### config.mk
export PLATFORM = sky130hd
export DESIGN_NAME = hqm_aw_fifo_control_mc_wtcfg
export DESIGN_NICKNAME = d
export VERILOG_FILES = /design/src/rtl/hqm_aw_fifo_control_mc_wtcfg_pkg.sv /design/src/rtl/hqm_aw_fifo_control_mc_wtcfg_chan.sv /design/src/rtl/hqm_aw_fifo_control_mc_wtcfg.sv
export SDC_FILE = /design/constraint.sdc
export NUM_CORES = 1
export LEC_CHECK = 0
export CELL_PAD_IN_SITES_DETAIL_PLACEMENT = 0
export CELL_PAD_IN_SITES_GLOBAL_PLACEMENT = 1
export CORE_ASPECT_RATIO = 0.6
export CORE_MARGIN = 2
export CORE_UTILIZATION = 43
export DETAILED_ROUTE_END_ITERATION = 7
export PLACE_DENSITY = 0.86
export RECOVER_POWER = 50
export SYNTH_ARGS = -nofsm -noshare
export SYNTH_HDL_FRONTEND = slang
export SYNTH_HIERARCHICAL = 1
export SYNTH_SLANG_ARGS = --single-unit
### constraint.sdc
create_clock -name clk -period 6.2 [get_ports clk]
set_clock_uncertainty 0.1 [all_clocks]
set_input_delay 0.62 -clock clk [delete_from_list [all_inputs] [get_ports clk]]
set_output_delay 0.62 -clock clk [all_outputs]
set_load 0.03 [all_outputs]
### src/rtl/hqm_aw_fifo_control_mc_wtcfg_pkg.sv
// Shared types and helpers for the multi-channel FIFO controller with per-channel
// parity-protected high-watermark configuration.
package hqm_aw_fifo_control_mc_wtcfg_pkg;

  typedef struct packed {
    logic [31:0] wdata;
  } cfg_req_t;

  typedef struct packed {
    logic [9:0] rsvd;
    logic       par_err_seen;
    logic       sticky_uf;
    logic       sticky_of;
    logic       empty;
    logic       afull;
    logic       full;
    logic [7:0] size;
    logic [7:0] hwm;
  } aw_mcfifo_status_t;

  function automatic int aw_logb2(input int v);
    int r;
    r = 0;
    for (int t = v; t > 1; t = t >> 1) r++;
    return r;
  endfunction

  // Odd parity over the low w bits: data plus parity always holds an odd count of ones.
  function automatic logic odd_par(input logic [7:0] v, input int w);
    logic p;
    p = 1'b1;
    for (int i = 0; i < 8; i++) begin
      if (i < w) p = p ^ v[i];
    end
    return p;
  endfunction

endpackage

### src/rtl/hqm_aw_fifo_control_mc_wtcfg_chan.sv
// Per-channel FIFO bookkeeping: pointers, occupancy, registered flags, sticky errors
// and the parity-protected high-watermark register with self-recovery.
module hqm_aw_fifo_control_mc_wtcfg_chan
  import hqm_aw_fifo_control_mc_wtcfg_pkg::*;
#(
  parameter int DEPTH       = 8,
  parameter int DEFAULT_HWM = 1,
  parameter int DEPTHB2     = 3,
  parameter int DEPTHWIDTH  = 4,
  parameter int WMWIDTH     = 4
) (
  input  logic               clk,
  input  logic               rst_n,
  input  logic               push_req,
  input  logic               pop_req,
  input  logic               cfg_we,
  input  logic [7:0]         cfg_hwm,
  output logic               push_ok,
  output logic               pop_ok,
  output logic [DEPTHB2-1:0] wp,
  output logic [DEPTHB2-1:0] rp,
  output logic               full,
  output logic               afull,
  output logic               empty,
  output logic               err_of,
  output logic               err_uf,
  output logic               par_err,
  output aw_mcfifo_status_t  status
);

  localparam logic [7:0] DEF_HWM = 8'(DEFAULT_HWM);
  localparam logic       DEF_PAR = odd_par(DEF_HWM, WMWIDTH);

  logic [DEPTHB2-1:0]    wp_q, wp_d, rp_q, rp_d;
  logic [DEPTHWIDTH-1:0] size_q, size_d;
  logic                  full_q, full_d, afull_q, afull_d, empty_q, empty_d;
  logic                  sticky_of_q, sticky_of_d, sticky_uf_q, sticky_uf_d;
  logic                  par_seen_q, par_seen_d;
  logic [7:0]            hwm_q, hwm_d;
  logic                  par_q, par_d;
  logic                  par_rd;

  assign par_rd = par_q;

  always_comb begin
    push_ok     = push_req & ~full_q;
    pop_ok      = pop_req & ~empty_q;
    err_of      = push_req & full_q;
    err_uf      = pop_req & empty_q;
    par_err     = (odd_par(hwm_q, WMWIDTH) != par_rd);
    wp_d        = wp_q + DEPTHB2'(push_ok);
    rp_d        = rp_q + DEPTHB2'(pop_ok);
    size_d      = size_q + DEPTHWIDTH'(push_ok) - DEPTHWIDTH'(pop_ok);
    hwm_d       = hwm_q;
    par_d       = par_q;
    sticky_of_d = sticky_of_q | err_of;
    sticky_uf_d = sticky_uf_q | err_uf;
    par_seen_d  = par_seen_q;
    // A CFG write replaces the watermark outright, so it also overrides parity recovery.
    if (cfg_we) begin
      hwm_d       = cfg_hwm;
      par_d       = odd_par(cfg_hwm, WMWIDTH);
      sticky_of_d = err_of;
      sticky_uf_d = err_uf;
      par_seen_d  = 1'b0;
    end else if (par_err) begin
      hwm_d      = DEF_HWM;
      par_d      = DEF_PAR;
      par_seen_d = 1'b1;
    end
    full_d  = (size_d == DEPTHWIDTH'(DEPTH));
    empty_d = (size_d == '0);
    afull_d = (9'(size_d) >= 9'(hwm_d));
  end

  always_comb begin
    status              = '0;
    status.hwm          = hwm_q;
    status.size         = 8'(size_q);
    status.full         = full_q;
    status.afull        = afull_q;
    status.empty        = empty_q;
    status.sticky_of    = sticky_of_q;
    status.sticky_uf    = sticky_uf_q;
    status.par_err_seen = par_seen_q;
  end

  always_ff @(posedge clk or negedge rst_n) begin
    if (!rst_n) begin
      wp_q        <= '0;
      rp_q        <= '0;
      size_q      <= '0;
      full_q      <= 1'b0;
      afull_q     <= (DEFAULT_HWM == 0);
      empty_q     <= 1'b1;
      sticky_of_q <= 1'b0;
      sticky_uf_q <= 1'b0;
      par_seen_q  <= 1'b0;
      hwm_q       <= DEF_HWM;
      par_q       <= DEF_PAR;
    end else begin
      wp_q        <= wp_d;
      rp_q        <= rp_d;
      size_q      <= size_d;
      full_q      <= full_d;
      afull_q     <= afull_d;
      empty_q     <= empty_d;
      sticky_of_q <= sticky_of_d;
      sticky_uf_q <= sticky_uf_d;
      par_seen_q  <= par_seen_d;
      hwm_q       <= hwm_d;
      par_q       <= par_d;
    end
  end

  assign wp    = wp_q;
  assign rp    = rp_q;
  assign full  = full_q;
  assign afull = afull_q;
  assign empty = empty_q;

endmodule

### src/rtl/hqm_aw_fifo_control_mc_wtcfg.sv
// Multi-channel FIFO controller: NUM_CH logical FIFOs statically partitioned in one
// shared 1R1W memory, with per-channel CFG watermark/status registers.
module hqm_aw_fifo_control_mc_wtcfg
  import hqm_aw_fifo_control_mc_wtcfg_pkg::*;
#(
  parameter int NUM_CH      = 4,
  parameter int DEPTH       = 8,
  parameter int DWIDTH      = 16,
  parameter int DEFAULT_HWM = 1,
  parameter int CHB2        = aw_logb2(NUM_CH - 1) + 1,
  parameter int DEPTHB2     = aw_logb2(DEPTH - 1) + 1,
  parameter int DEPTHWIDTH  = aw_logb2(DEPTH) + 1,
  parameter int WMWIDTH     = aw_logb2(DEPTH + 1) + 1
) (
  input  logic                    clk,
  input  logic                    rst_n,
  input  logic [NUM_CH-1:0]       cfg_write,
  input  logic [NUM_CH-1:0]       cfg_read,
  input  cfg_req_t                cfg_req,
  output logic                    cfg_ack,
  output logic                    cfg_err,
  output logic [31:0]             cfg_rdata,
  input  logic                    push,
  input  logic [CHB2-1:0]         push_ch,
  input  logic [DWIDTH-1:0]       push_data,
  input  logic                    pop,
  input  logic [CHB2-1:0]         pop_ch,
  output logic                    pop_data_v,
  output logic [DWIDTH-1:0]       pop_data,
  output logic                    mem_we,
  output logic                    mem_re,
  output logic [CHB2+DEPTHB2-1:0] mem_waddr,
  output logic [CHB2+DEPTHB2-1:0] mem_raddr,
  output logic [DWIDTH-1:0]       mem_wdata,
  input  logic [DWIDTH-1:0]       mem_rdata,
  output logic [NUM_CH-1:0]       fifo_full,
  output logic [NUM_CH-1:0]       fifo_afull,
  output logic [NUM_CH-1:0]       fifo_empty,
  output logic [NUM_CH-1:0]       error_of,
  output logic [NUM_CH-1:0]       error_uf,
  output logic                    error_par
);

  logic [NUM_CH-1:0]  push_req, pop_req, push_ok, pop_ok;
  logic [NUM_CH-1:0]  err_of, err_uf, par_err, cfg_we, strobes;
  logic [DEPTHB2-1:0] wp [NUM_CH];
  logic [DEPTHB2-1:0] rp [NUM_CH];
  aw_mcfifo_status_t  status [NUM_CH];
  logic               multi;
  logic [31:0]        rdata_sel;
  logic               unused_cfg;

  logic               cfg_ack_q, cfg_ack_d, cfg_err_q, cfg_err_d;
  logic [31:0]        cfg_rdata_q, cfg_rdata_d;
  logic               pop_data_v_q, pop_data_v_d;
  logic [NUM_CH-1:0]  error_of_q, error_of_d, error_uf_q, error_uf_d;
  logic               error_par_q, error_par_d;

  assign unused_cfg = ^cfg_req.wdata[31:8];

  always_comb begin
    for (int i = 0; i < NUM_CH; i++) begin
      push_req[i] = push && (push_ch == CHB2'(i));
      pop_req[i]  = pop && (pop_ch == CHB2'(i));
    end
    // Two or more strobes in one cycle is an illegal access and must not touch state.
    strobes = cfg_write | cfg_read;
    multi   = |(strobes & (strobes - 1'b1));
    cfg_we  = cfg_write & {NUM_CH{~multi}};
  end

  for (genvar i = 0; i < NUM_CH; i++) begin : g_ch
    hqm_aw_fifo_control_mc_wtcfg_chan #(
      .DEPTH       (DEPTH),
      .DEFAULT_HWM (DEFAULT_HWM),
      .DEPTHB2     (DEPTHB2),
      .DEPTHWIDTH  (DEPTHWIDTH),
      .WMWIDTH     (WMWIDTH)
    ) u_ch (
      .clk      (clk),
      .rst_n    (rst_n),
      .push_req (push_req[i]),
      .pop_req  (pop_req[i]),
      .cfg_we   (cfg_we[i]),
      .cfg_hwm  (cfg_req.wdata[7:0]),
      .push_ok  (push_ok[i]),
      .pop_ok   (pop_ok[i]),
      .wp       (wp[i]),
      .rp       (rp[i]),
      .full     (fifo_full[i]),
      .afull    (fifo_afull[i]),
      .empty    (fifo_empty[i]),
      .err_of   (err_of[i]),
      .err_uf   (err_uf[i]),
      .par_err  (par_err[i]),
      .status   (status[i])
    );
  end

  always_comb begin
    mem_we    = |push_ok;
    mem_waddr = {push_ch, wp[push_ch]};
    mem_wdata = push_data;
    mem_re    = |pop_ok;
    mem_raddr = {pop_ch, rp[pop_ch]};
    rdata_sel = '0;
    for (int i = 0; i < NUM_CH; i++) begin
      if (cfg_read[i]) rdata_sel = rdata_sel | status[i];
    end
    cfg_ack_d    = |strobes;
    cfg_err_d    = multi;
    cfg_rdata_d  = multi ? '0 : rdata_sel;
    pop_data_v_d = mem_re;
    error_of_d   = err_of;
    error_uf_d   = err_uf;
    error_par_d  = |par_err;
  end

  always_ff @(posedge clk or negedge rst_n) begin
    if (!rst_n) begin
      cfg_ack_q    <= 1'b0;
      cfg_err_q    <= 1'b0;
      cfg_rdata_q  <= '0;
      pop_data_v_q <= 1'b0;
      error_of_q   <= '0;
      error_uf_q   <= '0;
      error_par_q  <= 1'b0;
    end else begin
      cfg_ack_q    <= cfg_ack_d;
      cfg_err_q    <= cfg_err_d;
      cfg_rdata_q  <= cfg_rdata_d;
      pop_data_v_q <= pop_data_v_d;
      error_of_q   <= error_of_d;
      error_uf_q   <= error_uf_d;
      error_par_q  <= error_par_d;
    end
  end

  assign cfg_ack    = cfg_ack_q;
  assign cfg_err    = cfg_err_q;
  assign cfg_rdata  = cfg_rdata_q;
  assign pop_data_v = pop_data_v_q;
  assign pop_data   = mem_rdata;
  assign error_of   = error_of_q;
  assign error_uf   = error_uf_q;
  assign error_par  = error_par_q;

endmodule

Word level (Yosys, flattened, before mapping)
Index checks and enable logic that the tools add are counted.

cells by class
  add/sub/neg operators = 17
  $mul = 0
  divide/modulo/power cells = 0
  $lt $le $gt $ge = 6
  equality and inequality tests = 14
  shifts and indexed selects = 0
  mux-type cells = 55
  bitwise operators = 70
  reductions and logical operators = 23

operators by type and width
  operator            number
  $mux 32             3
  $mux 8              8
  $or 32x22->32       2
  $mux 22             2
  $mux 1              36
  $ge 4x8->1          4
  $add 3x1->3         8
  $xor 1x1->1         24
  $or 22x22->22       1
  $reduce_or 4->1     5
  $add 4x1->4         4
  $and 1x1->1         16
  $eq 4x4->1 const B  4
  $logic_not 4->1     4
  $sub 4x1->4         4
  $not 1->1           14
  $bmux 3 s2          2
  $mux 3              4
  $and 4x4->4         2
  $eq 2x2->1 const B  4
  $logic_and 1x1->1   8
  $or 1x1->1          8
  $reduce_bool 2->1   4
  $ge 3x3->1 const B  2
  other kinds (6)     12

storage, ports and cells
  register bits after elaboration = 144
  latch bits = 0
  bits in writable memories = 0
  memory bits (read-only) = 0
  bits of input ports = 80
  output and inout port bits = 100
  logic and storage cells = 236
  memories kept = 0

Longest topological paths before layout
Gate-level depths: netlist of the first run.

  depth in word-level cells = 13
  gate-level depth with buffers = 14
  mapped depth without buffers = 12

Modules after synthesis
Netlist of the first run, hierarchy kept.

by module, submodules not included
  module                             instances  cells each  area each (um^2)  seq. area each (um^2)
  hqm_aw_fifo_control_mc_wtcfg_chan  4          131         1,381.3           628.1
  hqm_aw_fifo_control_mc_wtcfg       1          230         2,562.5           1,101.1

Worst setup path after synthesis of the first run
OpenSTA, ideal clock, no wires.

  path type = input port to flip-flop
  start = in pop_ch[0]
  end = reg g_ch[3].u_ch.afull_q
  library setup time = 126 ps
  arrival = 2,973 ps
  data required time = 5,974 ps
  setup slack = 3,001 ps
  cell stages on the path = 11
  path buffers = 2
  cells stage by stage = clkbuf_1 and3_1 nor2b_1 clkbuf_1 xor2_1 ha_1 fa_1 ha_1 a2111oi_0 a21oi_1 o311a_1

on the way
  longest elaborated chain between the ends = 5

RTL lines
  element                     RTL line                                  RTL
  from (decl)                 hqm_aw_fifo_control_mc_wtcfg.sv:27        input logic [CHB2-1:0] pop_ch,
  $eq 2x2->1                  hqm_aw_fifo_control_mc_wtcfg.sv:64        pop_req[i] = pop && (pop_ch == CHB2'(i));
  $logic_and 1x1->1           hqm_aw_fifo_control_mc_wtcfg.sv:64
  net pop_req[3]              hqm_aw_fifo_control_mc_wtcfg.sv:44        logic [NUM_CH-1:0] push_req, pop_req, push_ok, pop_ok;
  $and 1x1->1                 hqm_aw_fifo_control_mc_wtcfg_chan.sv:47   pop_ok = pop_req & ~empty_q;
  net pop_ok[3]               hqm_aw_fifo_control_mc_wtcfg.sv:44
  $sub 4x1->4                 hqm_aw_fifo_control_mc_wtcfg_chan.sv:53   size_d = size_q + DEPTHWIDTH'(push_ok) - DEPTHWIDTH'(pop_ok);
  net g_ch[3].u_ch.size_d[1]  hqm_aw_fifo_control_mc_wtcfg_chan.sv:35   logic [DEPTHWIDTH-1:0] size_q, size_d;
  $ge 4x8->1                  hqm_aw_fifo_control_mc_wtcfg_chan.sv:73   afull_d = (9'(size_d) >= 9'(hwm_d));
  net g_ch[3].u_ch.afull_d    hqm_aw_fifo_control_mc_wtcfg_chan.sv:36   logic full_q, full_d, afull_q, afull_d, empty_q, empty_d;
  to (signal assigned)        hqm_aw_fifo_control_mc_wtcfg_chan.sv:94   afull_q <= (DEFAULT_HWM == 0);
  to (signal assigned)        hqm_aw_fifo_control_mc_wtcfg_chan.sv:106  afull_q <= afull_d;
  to (decl)                   hqm_aw_fifo_control_mc_wtcfg_chan.sv:36

The timed path passes the listed nets, and every way through them passes these cells.
A chain may end at the register's enable or synchronous reset.

Worst setup path in the final report of the first run
  start = in cfg_read[3]
  end = reg g_ch[1].u_ch.afull_q

on the way
  longest elaborated chain between the ends = 8

RTL lines
  element                    RTL line                                  RTL
  from (decl)                hqm_aw_fifo_control_mc_wtcfg.sv:18        input logic [NUM_CH-1:0] cfg_read,
  $or 4x4->4 (*)             hqm_aw_fifo_control_mc_wtcfg.sv:67        strobes = cfg_write | cfg_read;
  $sub 4x1->4                hqm_aw_fifo_control_mc_wtcfg.sv:68        multi = |(strobes & (strobes - 1'b1));
  $and 4x4->4 (*)            hqm_aw_fifo_control_mc_wtcfg.sv:68
  $reduce_or 4->1 (*)        hqm_aw_fifo_control_mc_wtcfg.sv:68
  $not 1->1 (*)              hqm_aw_fifo_control_mc_wtcfg.sv:69        cfg_we = cfg_write & {NUM_CH{~multi}};
  $and 4x4->4 (*)            hqm_aw_fifo_control_mc_wtcfg.sv:69
  net cfg_we[1]              hqm_aw_fifo_control_mc_wtcfg.sv:45        logic [NUM_CH-1:0] err_of, err_uf, par_err, cfg_we, strobes;
  $mux 8 (*)                 hqm_aw_fifo_control_mc_wtcfg_chan.sv:60   if (cfg_we) begin
  net g_ch[1].u_ch.hwm_d[0]  hqm_aw_fifo_control_mc_wtcfg_chan.sv:39   logic [7:0] hwm_q, hwm_d;
  $ge 4x8->1 (*)             hqm_aw_fifo_control_mc_wtcfg_chan.sv:73
  net g_ch[1].u_ch.afull_d   hqm_aw_fifo_control_mc_wtcfg_chan.sv:36
  to (signal assigned)       hqm_aw_fifo_control_mc_wtcfg_chan.sv:94
  to (signal assigned)       hqm_aw_fifo_control_mc_wtcfg_chan.sv:106
  to (decl)                  hqm_aw_fifo_control_mc_wtcfg_chan.sv:36

The timed path passes the listed nets; every way through them passes the cells marked *.

==> tab_implementation.tex, run 1 <==
\begin{tabular}{lr}
\hline
Metric & Value \\
\hline
\multicolumn{2}{l}{\textbf{Critical path}} \\
\quad Worst path cell trace & clkdlybuf4s50\_1, buf\_4, nor4\_1, and3\_1, inv\_1, o21ai\_0, nand2\_1, ha\_1, nand2b\_1, a2111oi\_0, a21oi\_1, o311a\_1 \\
\quad Critical-path maximum fanout & 35 \\
\quad Cell with the biggest individual delay on the critical path & sky130\_fd\_sc\_hd\_\_and3\_1 \\
\quad Setup slack of the most critical reg-to-reg path & 3.13 ns \\
\quad Type of the worst setup path & input pin to register \\
\quad Worst setup EP type & register \\
\quad Buffers and inverters on the worst path & 3 \\
\quad Setup crit start kind & input pin \\
\quad Depth of the worst register-to-register path & 10 \\
\quad Peak per-stage delay on the critical path & 0.80 ns \\
\quad Data required time at the worst endpoint & 6.40 ns \\
\quad R2r endpoint & g\_ch[3].u\_ch/afull \\
\quad Family of cells with the greatest summed delay on the critical path & simple AND/OR/NAND/NOR gates \\
\quad Critical Path AT & 4.46 ns \\
\quad Worst reg2reg startpoint & g\_ch[3].u\_ch/empty \\
\multicolumn{2}{l}{\textbf{Drt}} \\
\quad Residual antenna-violating net count after detailed routing & 0 \\
\quad Routed length per placed instance & 18.8 um \\
\quad Number of iterations in the first detailed-routing pass & 5 \\
\quad Aggregate routed wire length & 19300 um \\
\quad Violation count after the first detailed-route iteration & 466 \\
\quad Via count of the routed design & 5396 \\
\quad Number of vias per cell & 5.25 \\
\quad DRC viols & 0 \\
\multicolumn{2}{l}{\textbf{Timing}} \\
\quad Relative max-transition margin & -62.1\% \\
\quad Min cycle time layout & 4.26 ns \\
\quad Final cycle utilization of the critical path & 68.7\% \\
\quad Setup Viol. Count Final & 0 \\
\quad RSZ-0062 raised after global routing & false \\
\quad Fmax & 0.235 GHz \\
\quad Accumulated negative setup slack & 0 ns \\
\quad Worst hold slack after final layout & 0.228 ns \\
\quad Number of max-slew violations in the final report & 44 \\
\quad Final Hold Viols & 0 \\
\quad Setup WS post-layout & 1.94 ns \\
\quad Transition at the pin with the smallest max-transition slack & 2.43 ns \\
\multicolumn{2}{l}{\textbf{Clock tree}} \\
\quad Root cell of the clock tree & sky130\_fd\_sc\_hd\_\_clkbuf\_16 \\
\quad Maximum level of the CTS H-tree & 4 \\
\quad Clock slew seen by the registers of the worst setup and hold paths & 0.06 ns \\
\quad Longest Clk Path Bufs & 2 \\
\quad Number of buffers created by CTS & 17 \\
\quad CTS tree & yes \\
\quad Post-CTS setup buffer count & 0 \\
\quad Num Clock Sinks & 144 \\
\quad Number of instances resized during post-cts repair & 0 \\
\quad Clock latency of the later-clocked register in the worst-skew pair & 0.42 ns \\
\quad Number of hold buffers added after cts & 0 \\
\multicolumn{2}{l}{\textbf{Floorplanning}} \\
\quad Placeable Area & 18300 um\^{}2 \\
\quad Die Span X & 181 um \\
\quad Cell Rows & 38 \\
\quad Starting density of the core & 44.3\% \\
\quad Die Footprint & 20000 um\^{}2 \\
\quad \# IOs & 180 \\
\quad Die boundary height & 110 um \\
\multicolumn{2}{l}{\textbf{Synthesis}} \\
\quad Number of register bits inferred by synthesis & 144 \\
\quad Average size of a mapped cell & 10.7 um\^{}2 \\
\quad Ys async rst share & 100\% \\
\quad Number of enable flip-flop cells after synthesis & 0 \\
\quad Mapped cell area & 8090 um\^{}2 \\
\quad Sequential area share after synthesis & 44.7\% \\
\quad Synth Warn \# & 6 \\
\quad Gate Count Post-Synth & 754 \\
\quad Cell variety after synth & 39 \\
\quad Flip-flop cell with the highest count after synthesis & sky130\_fd\_sc\_hd\_\_dfrtp\_1 \\
\multicolumn{2}{l}{\textbf{Pwr}} \\
\quad Pleak & 4.05 nW \\
\quad Worst-case vdd ir drop & 0.227 mV \\
\quad Power, Total & 4.04 mW \\
\quad PD cells & 443 nW/um\^{}2 \\
\multicolumn{2}{l}{\textbf{Run}} \\
\quad Maximum Capacitance Violations & 1 \\
\multicolumn{2}{l}{\textbf{Layout}} \\
\quad Final-stage net count & 898 \\
\quad Inserted Diodes & 0 \\
\quad Post-synthesis to final-layout area growth & 12.9\% \\
\quad Non-Filler Instances & 1027 \\
\quad Leading cell types in the layout, fill and taps excluded & sky130\_fd\_sc\_hd\_\_dfrtp\_1, sky130\_fd\_sc\_hd\_\_clkdlybuf4s50\_1, sky130\_fd\_sc\_hd\_\_nand2\_1 \\
\quad Most common cell after layout, fill and taps aside & sky130\_fd\_sc\_hd\_\_dfrtp\_1 \\
\quad Proportion of layout cells with a drive suffix above 1 & 12.1\% \\
\multicolumn{2}{l}{\textbf{Placement}} \\
\quad Final weighted congestion in routability-driven placement & 0.825 \\
\quad Post-DP HPWL & 13500 um \\
\quad Placed cell count & 995 \\
\quad Buffers on Ports & 91 \\
\quad Pre-CTS WS & 1.92 ns \\
\multicolumn{2}{l}{\textbf{Global routing}} \\
\quad Remaining Overflow, GRT & 0 \\
\quad Initial antenna violation count & 0 \\
\quad Total global-route track usage & 20.6\% \\
\quad Vias in the first global route & 5361 \\
\quad Largest net degree at the start of global routing & 103 \\
\quad First-pass GRT wire length & 30800 um \\
\multicolumn{2}{l}{\textbf{Hold path}} \\
\quad Worst min path class & input pin to asynchronous set/reset pin \\
\multicolumn{2}{l}{\textbf{Status}} \\
\quad Violated checks & capacitance limit, slew limit \\
\quad Run status & finished with violations \\
\hline
\end{tabular}
-- per-layer routing --
layer / GRT usage (%) / up-vias / share of wire, %
li1: - / 2473 / -
met1: 32.2 / 2679 / 52
met2: 27.5 / 233 / 38
met3: 6.73 / 11 / 9.8
met4: 3.72 / 0 / 0.48
met5: 0 / - / 0
-- where the power goes --
group / switching [mW] / internal, mW / leakage [nW]
logic: 0.867 / 0.689 / 1.92
clock network: 0.411 / 0.685 / 0.296
registers: 0.195 / 1.20 / 1.84
total: 1.47 / 2.57 / 4.05
-- flip-flops by register name, indices dropped and copies added (netlist names), 4 cells and up --
register and flops:
cfg_rdata 32, error_of 4, error_uf 4, g_ch.u_ch/afull 4
g_ch.u_ch/empty 4, g_ch.u_ch/full 4, g_ch.u_ch/hwm_q 32, g_ch.u_ch/par_q 4
g_ch.u_ch/par_seen_q 4, g_ch.u_ch/rp 12, g_ch.u_ch/size_q 16, g_ch.u_ch/sticky_of_q 4
g_ch.u_ch/sticky_uf_q 4, g_ch.u_ch/wp 12
-- logic make-up (layout without fill, tap and decap cells) --
group | Yosys count | after routing | share of synthesized area (%)
xor+xnor | 56 | 56 | 7.24
mux | 6 | 6 | 1.67
compound gates | 187 | 187 | 16.5
fa+ha+maj | 44 | 44 | 7.18
buf+inv | 173 | 154 | 13.8
other cells | 4 | 56 | 0.186
flops | 144 | 144 | 44.7
simple gates | 140 | 140 | 8.71
-- how the worst max path moves through the flow --
stage,start,end,depth (start not counted)
after floorplan,pop_ch[0],g_ch[3].u_ch/afull,11
after global placement,cfg_read[3],g_ch[1].u_ch/afull,12
after detailed placement,cfg_read[3],g_ch[1].u_ch/afull,12
after CTS,cfg_read[3],g_ch[1].u_ch/afull,12
after global routing,cfg_read[3],g_ch[1].u_ch/afull,12
final,cfg_read[3],g_ch[1].u_ch/afull,12
-- synthesized netlist by cell type (all sizes together), types with 10 or more instances --
cell type	number	area [um^2]
a21o	12	90.1
a21oi	40	309
a22oi	65	493
and2	12	75.1
buf	123	931
clkbuf	26	97.6
dfrtp	136	3400
ha	40	500
inv	24	90.1
nand2	75	282
nor2	10	37.5
nor2b	12	75.1
o21a	16	120
o21ai	40	200
xnor2	32	310
xor2	20	175
-- cell type report --
cell class                      count  area, um^2
Inverter                           24        90.1
Tap cell                          240         300
Clock buffer                       19         443
Clock inverter                     13         186
Sequential cell                   144        3610
Fill cell                        1666        9130
Multi-Input combinational cell    489        3540
Timing Repair Buffer               98         961
-- per-stage QoR --
step           util (%)  cell area (um^2)
2_1_floorplan         -              8280
3_3_place_gp       46.7              8520
3_5_place_dp       46.7              8520
4_1_cts            50.1              9150
5_1_grt            50.0              9130
6_report           50.0              9130
-- worst register-to-register path: stages, from the launching register on --
cell and delay (ns):
sky130_fd_sc_hd__dfstp_2 0.40, sky130_fd_sc_hd__nor2b_1 0.53, sky130_fd_sc_hd__nand2b_1 0.21, sky130_fd_sc_hd__ha_1 0.31, sky130_fd_sc_hd__a21o_1 0.15, sky130_fd_sc_hd__a21oi_1 0.18, sky130_fd_sc_hd__xnor2_1 0.16, sky130_fd_sc_hd__ha_1 0.22
sky130_fd_sc_hd__a2111oi_0 0.36, sky130_fd_sc_hd__a21oi_1 0.13, sky130_fd_sc_hd__o311a_1 0.18
Note: power is estimated with default switching activity, not from simulation.
==> run 2: changes to the inputs <==
--- a/config.mk
+++ b/config.mk
@@ -9,9 +9,9 @@
 export CELL_PAD_IN_SITES_GLOBAL_PLACEMENT = 1
 export CORE_ASPECT_RATIO = 0.6
 export CORE_MARGIN = 2
-export CORE_UTILIZATION = 43
+export CORE_UTILIZATION = 36
 export DETAILED_ROUTE_END_ITERATION = 7
-export PLACE_DENSITY = 0.86
+export PLACE_DENSITY = 0.76
 export RECOVER_POWER = 50
 export SYNTH_ARGS = -nofsm -noshare
 export SYNTH_HDL_FRONTEND = slang
==> constraint.sdc (replaced) <==
create_clock -name clk -period 3.78 [get_ports clk]
set_clock_uncertainty 0.1 [all_clocks]
set_input_delay 0.378 -clock clk [delete_from_list [all_inputs] [get_ports clk]]
set_output_delay 0.378 -clock clk [all_outputs]
set_load 0.03 [all_outputs]
==> run 2 against run 1 <==
  * Core utilization is 7.8 points lower
  * Cell area is 2.0% higher
  * Sequential share of layout area is 0.79 points lower
  * Critical path depth is 6 lower
  * Non-clock buffer count is 18 higher
  * Clock power is 70% higher
  * Hold slack better by 0.14 ns
  * First-iteration DRC count is 16% lower
  * Largest power group unchanged
  * Global-route usage is 2.8 points lower
  * Cell count is 6.3% higher
  * Largest cell class unchanged
  * Critical path type is now input pin to output pin
  * Via count stayed put
  * Die area is 19% higher
  * Critical endpoint is now mem_we
  * The flow still finishes with violations (capacitance limit, slew limit)
==> tab_implementation.tex, run 2 (synthesized netlist as in run 1, its figures left out) <==
\begin{tabular}{lr}
\hline
Metric & Value \\
\hline
\multicolumn{2}{l}{\textbf{Critical path}} \\
\quad Data required time at the worst endpoint & 3.30 ns \\
\quad R2r endpoint & g\_ch[3].u\_ch/afull \\
\quad Setup slack of the most critical reg-to-reg path & 0.99 ns \\
\quad Setup crit start kind & input pin \\
\quad Critical-path maximum fanout & 5 \\
\quad Type of the worst setup path & input pin to output pin \\
\quad Peak per-stage delay on the critical path & 0.66 ns \\
\quad Worst reg2reg startpoint & g\_ch[3].u\_ch/full \\
\quad Worst setup EP type & output pin \\
\quad Cell with the biggest individual delay on the critical path & sky130\_fd\_sc\_hd\_\_dlygate4sd3\_1 \\
\quad Worst path cell trace & dlygate4sd3\_1, and3b\_1, nor2b\_1, buf\_4, or4\_1, clkdlybuf4s50\_1 \\
\quad Depth of the worst register-to-register path & 7 \\
\quad Critical Path AT & 2.87 ns \\
\quad Beginning of the critical path & push\_ch[1] \\
\quad Critical path destination & mem\_we \\
\multicolumn{2}{l}{\textbf{Layout}} \\
\quad Leading cell types in the layout, fill and taps excluded & sky130\_fd\_sc\_hd\_\_dfrtp\_1, sky130\_fd\_sc\_hd\_\_clkdlybuf4s50\_1, sky130\_fd\_sc\_hd\_\_nand2\_1 \\
\quad Non-Filler Instances & 1092 \\
\quad Post-synthesis to final-layout area growth & 15.2\% \\
\quad Final-stage net count & 916 \\
\quad Most common cell after layout, fill and taps aside & sky130\_fd\_sc\_hd\_\_dfrtp\_1 \\
\quad Final core utilization & 42.2\% \\
\quad Proportion of layout cells with a drive suffix above 1 & 13.5\% \\
\multicolumn{2}{l}{\textbf{Run}} \\
\quad Maximum Capacitance Violations & 1 \\
\multicolumn{2}{l}{\textbf{Drt}} \\
\quad Aggregate routed wire length & 20100 um \\
\quad Residual antenna-violating net count after detailed routing & 0 \\
\quad Via count of the routed design & 5396 \\
\quad Routed length per placed instance & 18.5 um \\
\quad Number of vias per cell & 4.94 \\
\quad Number of iterations in the first detailed-routing pass & 5 \\
\quad DRC viols & 0 \\
\quad Violation count after the first detailed-route iteration & 392 \\
\multicolumn{2}{l}{\textbf{Floorplanning}} \\
\quad Die Footprint & 23700 um\^{}2 \\
\quad Cell Rows & 42 \\
\quad Starting density of the core & 36.6\% \\
\quad Die Span X & 198 um \\
\quad \# IOs & 180 \\
\quad Die boundary height & 120 um \\
\quad Placeable Area & 22100 um\^{}2 \\
\multicolumn{2}{l}{\textbf{Placement}} \\
\quad Placed cell count & 1058 \\
\quad Post-DP HPWL & 14600 um \\
\quad Final weighted congestion in routability-driven placement & 0.796 \\
\quad Buffers on Ports & 91 \\
\multicolumn{2}{l}{\textbf{Clock tree}} \\
\quad Clock slew seen by the registers of the worst setup and hold paths & 0.06 ns \\
\quad Number of buffers created by CTS & 17 \\
\quad Maximum level of the CTS H-tree & 4 \\
\quad CTS tree & yes \\
\quad Number of instances resized during post-cts repair & 0 \\
\quad Post-CTS setup buffer count & 0 \\
\quad Number of hold buffers added after cts & 1 \\
\quad Root cell of the clock tree & sky130\_fd\_sc\_hd\_\_clkbuf\_16 \\
\quad Longest Clk Path Bufs & 2 \\
\quad Clock latency of the later-clocked register in the worst-skew pair & 0.43 ns \\
\quad Num Clock Sinks & 144 \\
\multicolumn{2}{l}{\textbf{Timing}} \\
\quad Final Hold Viols & 0 \\
\quad Accumulated negative setup slack & 0 ns \\
\quad Min cycle time layout & 3.35 ns \\
\quad RSZ-0062 raised after global routing & false \\
\quad Setup Viol. Count Final & 0 \\
\quad Fmax & 0.299 GHz \\
\quad Final cycle utilization of the critical path & 88.6\% \\
\quad Relative max-transition margin & -36.6\% \\
\quad Transition at the pin with the smallest max-transition slack & 2.05 ns \\
\quad Number of max-slew violations in the final report & 80 \\
\multicolumn{2}{l}{\textbf{Status}} \\
\quad Run status & finished with violations \\
\quad Violated checks & capacitance limit, slew limit \\
\multicolumn{2}{l}{\textbf{Global routing}} \\
\quad First-pass GRT wire length & 31100 um \\
\quad Initial antenna violation count & 1 \\
\quad GRT met1 Usage & 27.9\% \\
\quad Remaining Overflow, GRT & 0 \\
\quad Total global-route track usage & 17.8\% \\
\quad Vias in the first global route & 5259 \\
\quad Largest net degree at the start of global routing & 80 \\
\quad Met3 Resource Use GR & 6.41\% \\
\quad Global routing usage on met2 & 22.1\% \\
\quad Grt peak-use layer & met1 \\
\multicolumn{2}{l}{\textbf{Pwr}} \\
\quad Pleak & 4.15 nW \\
\quad PD cells & 726 nW/um\^{}2 \\
\quad Worst-case vdd ir drop & 0.428 mV \\
\multicolumn{2}{l}{\textbf{Hold path}} \\
\quad Worst hold start & g\_ch[2].u\_ch/rp[2] \\
\quad Worst min path class & register to register \\
\hline
\end{tabular}
[run 2: changes by cell type in the layout (fill, tap and decap cells not counted), sizes merged]
cell	change
clkdlybuf4s50	-1
dlygate4sd3	+2
inv	+1
diode	+1
clkinv	+2
clkbuf	+5
clkinvlp	-3
bufinv	+1
buf	+11
[run 2: how the worst min path moves through the flow]
stage	depth (start not counted)	slack (ns)	to
2_1_floorplan	0	-0.02	cfg_ack
3_3_place_gp	1	0.35	g_ch[2].u_ch/rp[2]
3_5_place_dp	1	0.36	g_ch[3].u_ch/rp[2]
4_1_cts	1	0.37	g_ch[2].u_ch/rp[2]
5_1_grt	1	0.39	g_ch[3].u_ch/rp[2]
6_report	1	0.37	g_ch[2].u_ch/rp[2]
[run 2: stage by stage]
stage | worst slack [ns] | hold WS, ns | total power, mW | cell area [um^2]
final | 0.430 | 0.367 | 6.76 | 9320
after global routing | 0.211 | 0.388 | 7.22 | 9310
after CTS | 0.549 | 0.371 | 6.81 | 9370
after detailed placement | 0.211 | 0.362 | 4.89 | 8720
after global placement | 0.341 | 0.351 | 4.83 | 8720
after floorplan | 0.823 | -0.0176 | 4.21 | 8280
[run 2: layer usage]
metal | wire [um] | part of all wire, %
met5 | 0 | 0
met4 | 340 | 1.7
met3 | 1710 | 8.5
met2 | 7730 | 38
met1 | 10400 | 51
[run 2: final cells by class]
class	instances	area, um^2
fill	2120	12800
sequential	144	3610
multi-input combinational	489	3520
timing repair buffer	116	1090
clock buffer	18	429
tap	286	358
clock inverter	14	213
inverter	24	90.1
antenna	1	2.50
[run 2: power breakdown]
part           internal [mW]  total [mW]  switching (mW)
Sequential              1.96        2.28           0.320
Clock                   1.17        1.87           0.698
Combinational           1.18        2.61            1.43
Total                   4.31        6.76            2.45
[run 2: critical path, delay by kind of cell]
kind / cells / cell delay, ns
simple gates: 3 / 1.01
buf+inv: 3 / 1.46
==> run 3: changes to the inputs <==
--- a/config.mk
+++ b/config.mk
@@ -11,7 +11,7 @@
 export CORE_MARGIN = 2
 export CORE_UTILIZATION = 36
 export DETAILED_ROUTE_END_ITERATION = 7
-export PLACE_DENSITY = 0.76
+export PLACE_DENSITY = 0.85
 export RECOVER_POWER = 50
 export SYNTH_ARGS = -nofsm -noshare
 export SYNTH_HDL_FRONTEND = slang
==> run 3 against run 2 <==
  * The flow still finishes with violations (capacitance limit, slew limit)
  * Non-clock buffer count is the same
  * Sequential power is essentially flat
  * Via count is 1.6% lower
  * Combinational power is essentially flat
  * Global-route usage about the same
  * Cell count about the same
  * Maximum frequency is 2.8% lower
  * Total power fell by 2.5%
  * Sequential share of layout area is 0.24 points higher
  * Worst setup slack got worse by 0.096 ns
  * Die area unchanged
==> tab_implementation.tex, run 3 (synthesized netlist as in run 1, its figures left out) <==
\begin{tabular}{lr}
\hline
Metric & Value \\
\hline
\multicolumn{2}{l}{\textbf{Status}} \\
\quad Run status & finished with violations \\
\quad Violated checks & capacitance limit, slew limit \\
\multicolumn{2}{l}{\textbf{Clock tree}} \\
\quad Root cell of the clock tree & sky130\_fd\_sc\_hd\_\_clkbuf\_16 \\
\quad Number of buffers created by CTS & 17 \\
\quad Number of instances resized during post-cts repair & 0 \\
\quad Maximum level of the CTS H-tree & 4 \\
\quad Post-CTS setup buffer count & 0 \\
\quad CTS tree & yes \\
\quad Clock slew seen by the registers of the worst setup and hold paths & 0.06 ns \\
\quad Longest Clk Path Bufs & 2 \\
\quad Clock latency of the later-clocked register in the worst-skew pair & 0.43 ns \\
\quad Num Clock Sinks & 144 \\
\multicolumn{2}{l}{\textbf{Layout}} \\
\quad Sequential cell area & 3610 um\^{}2 \\
\quad Post-synthesis to final-layout area growth & 14.5\% \\
\quad Layout filler cell count & 2125 \\
\quad Proportion of layout cells with a drive suffix above 1 & 13.4\% \\
\quad Inserted Diodes & 0 \\
\quad Leading cell types in the layout, fill and taps excluded & sky130\_fd\_sc\_hd\_\_dfrtp\_1, sky130\_fd\_sc\_hd\_\_clkdlybuf4s50\_1, sky130\_fd\_sc\_hd\_\_nand2\_1 \\
\quad Most common cell after layout, fill and taps aside & sky130\_fd\_sc\_hd\_\_dfrtp\_1 \\
\quad Area of the multi-input gates & 3540 um\^{}2 \\
\quad Design area & 9260 um\^{}2 \\
\quad Non-Filler Instances & 1091 \\
\quad Final-stage net count & 916 \\
\quad Final core utilization & 42.0\% \\
\multicolumn{2}{l}{\textbf{Critical path}} \\
\quad Cell with the biggest individual delay on the critical path & sky130\_fd\_sc\_hd\_\_clkdlybuf4s50\_1 \\
\quad Setup crit start kind & input pin \\
\quad Cell repeated most along the worst path & sky130\_fd\_sc\_hd\_\_buf\_4 \\
\quad Data required time at the worst endpoint & 3.30 ns \\
\quad Type of the worst setup path & input pin to output pin \\
\quad Critical path destination & mem\_we \\
\quad R2r endpoint & g\_ch[3].u\_ch/afull \\
\quad Critical Path AT & 2.97 ns \\
\quad Critical-path maximum fanout & 6 \\
\quad Worst reg2reg startpoint & g\_ch[3].u\_ch/full \\
\quad Depth of the worst register-to-register path & 7 \\
\quad Beginning of the critical path & push\_ch[0] \\
\quad Peak per-stage delay on the critical path & 0.67 ns \\
\quad Worst path cell trace & dlygate4sd3\_1, nor3b\_1, buf\_4, nor2b\_1, buf\_4, or4\_1, clkdlybuf4s50\_1 \\
\quad Setup slack of the most critical reg-to-reg path & 0.90 ns \\
\quad Worst setup EP type & output pin \\
\multicolumn{2}{l}{\textbf{Timing}} \\
\quad Accumulated negative setup slack & 0 ns \\
\quad Min cycle time layout & 3.45 ns \\
\quad Relative max-transition margin & -62.0\% \\
\quad Final Hold Viols & 0 \\
\quad Worst hold slack after final layout & 0.364 ns \\
\quad Final cycle utilization of the critical path & 91.2\% \\
\quad Fmax & 0.290 GHz \\
\quad Number of max-slew violations in the final report & 98 \\
\quad Transition at the pin with the smallest max-transition slack & 2.43 ns \\
\quad Setup Viol. Count Final & 0 \\
\quad RSZ-0062 raised after global routing & false \\
\multicolumn{2}{l}{\textbf{Drt}} \\
\quad Via count of the routed design & 5307 \\
\quad Number of vias per cell & 4.86 \\
\quad Residual antenna-violating net count after detailed routing & 0 \\
\quad Violation count after the first detailed-route iteration & 424 \\
\quad Routed length per placed instance & 18.1 um \\
\quad Number of iterations in the first detailed-routing pass & 4 \\
\quad DRC viols & 0 \\
\quad Aggregate routed wire length & 19800 um \\
\multicolumn{2}{l}{\textbf{Run}} \\
\quad Maximum Capacitance Violations & 1 \\
\multicolumn{2}{l}{\textbf{Placement}} \\
\quad Buffers on Ports & 91 \\
\quad Placed cell count & 1058 \\
\quad Post-DP HPWL & 14200 um \\
\quad Post-detailed-placement cell area & 8700 um\^{}2 \\
\quad Final weighted congestion in routability-driven placement & 0.844 \\
\multicolumn{2}{l}{\textbf{Global routing}} \\
\quad Total global-route track usage & 17.9\% \\
\quad Largest net degree at the start of global routing & 98 \\
\quad First-pass GRT wire length & 31600 um \\
\quad Initial antenna violation count & 0 \\
\quad Remaining Overflow, GRT & 0 \\
\quad Vias in the first global route & 5380 \\
\multicolumn{2}{l}{\textbf{Floorplanning}} \\
\quad Die Span X & 198 um \\
\quad Placeable Area & 22100 um\^{}2 \\
\quad \# IOs & 180 \\
\quad Starting density of the core & 36.6\% \\
\quad Cell Rows & 42 \\
\quad Die boundary height & 120 um \\
\quad Die Footprint & 23700 um\^{}2 \\
\multicolumn{2}{l}{\textbf{Pwr}} \\
\quad Pleak & 4.11 nW \\
\quad Worst-case vdd ir drop & 0.435 mV \\
\quad PD cells & 712 nW/um\^{}2 \\
\multicolumn{2}{l}{\textbf{Hold path}} \\
\quad Cell count of the worst hold path & 1 \\
\quad Worst min path class & register to register \\
\hline
\end{tabular}
## run 3: where the power goes
part,switching [mW],internal [mW],total [mW]
logic,1.44,1.20,2.64
registers,0.317,1.96,2.28
clock network,0.682,0.993,1.68
## run 3: worst min path at each step
stage,from,to
after floorplan,rst_n,cfg_ack
after global placement,g_ch[2].u_ch/rp[2],g_ch[2].u_ch/rp[2]
after detailed placement,g_ch[1].u_ch/rp[2],g_ch[1].u_ch/rp[2]
after CTS,g_ch[0].u_ch/wp[2],g_ch[0].u_ch/wp[2]
after global routing,g_ch[1].u_ch/rp[2],g_ch[1].u_ch/rp[2]
final,g_ch[0].u_ch/wp[2],g_ch[0].u_ch/wp[2]
## run 3: layer usage
layer	track usage, %	vias up	share of wire [%]
li1	-	2517	-
met1	28.1	2620	52
met2	23.5	157	41
met3	4.69	13	6.3
met4	4.98	0	1.1
met5	0	-	0
## run 3: critical path, delay by kind of cell
| kind | cells | cell delay (ns) |
|---|---|---|
| buf+inv | 4 | 1.70 |
| simple gates | 3 | 0.88 |
## run 3: metrics by stage
step | setup WS, ns | total power, mW
global placement | 0.107 | 4.82
floorplan | 0.823 | 4.21
finish | 0.334 | 6.59
CTS | 0.438 | 6.63
detailed placement | 0.0681 | 4.92
global route | 0.242 | 7.10
## run 3: layout make-up
| type | instances | area share, % |
|---|---|---|
| timing repair buffer | 116 | 11.6 |
| clock buffer | 20 | 4.82 |
| multi-input combinational | 489 | 38.2 |
| clock inverter | 12 | 1.47 |
| sequential | 144 | 39.0 |
| inverter | 24 | 0.973 |
| tap | 286 | 3.86 |
## run 3: repair_timing
item	in CTS	in global routing
setup endpoints to repair	0	0
endpoints found under the hold margin	23	0
hold buffers	1	0
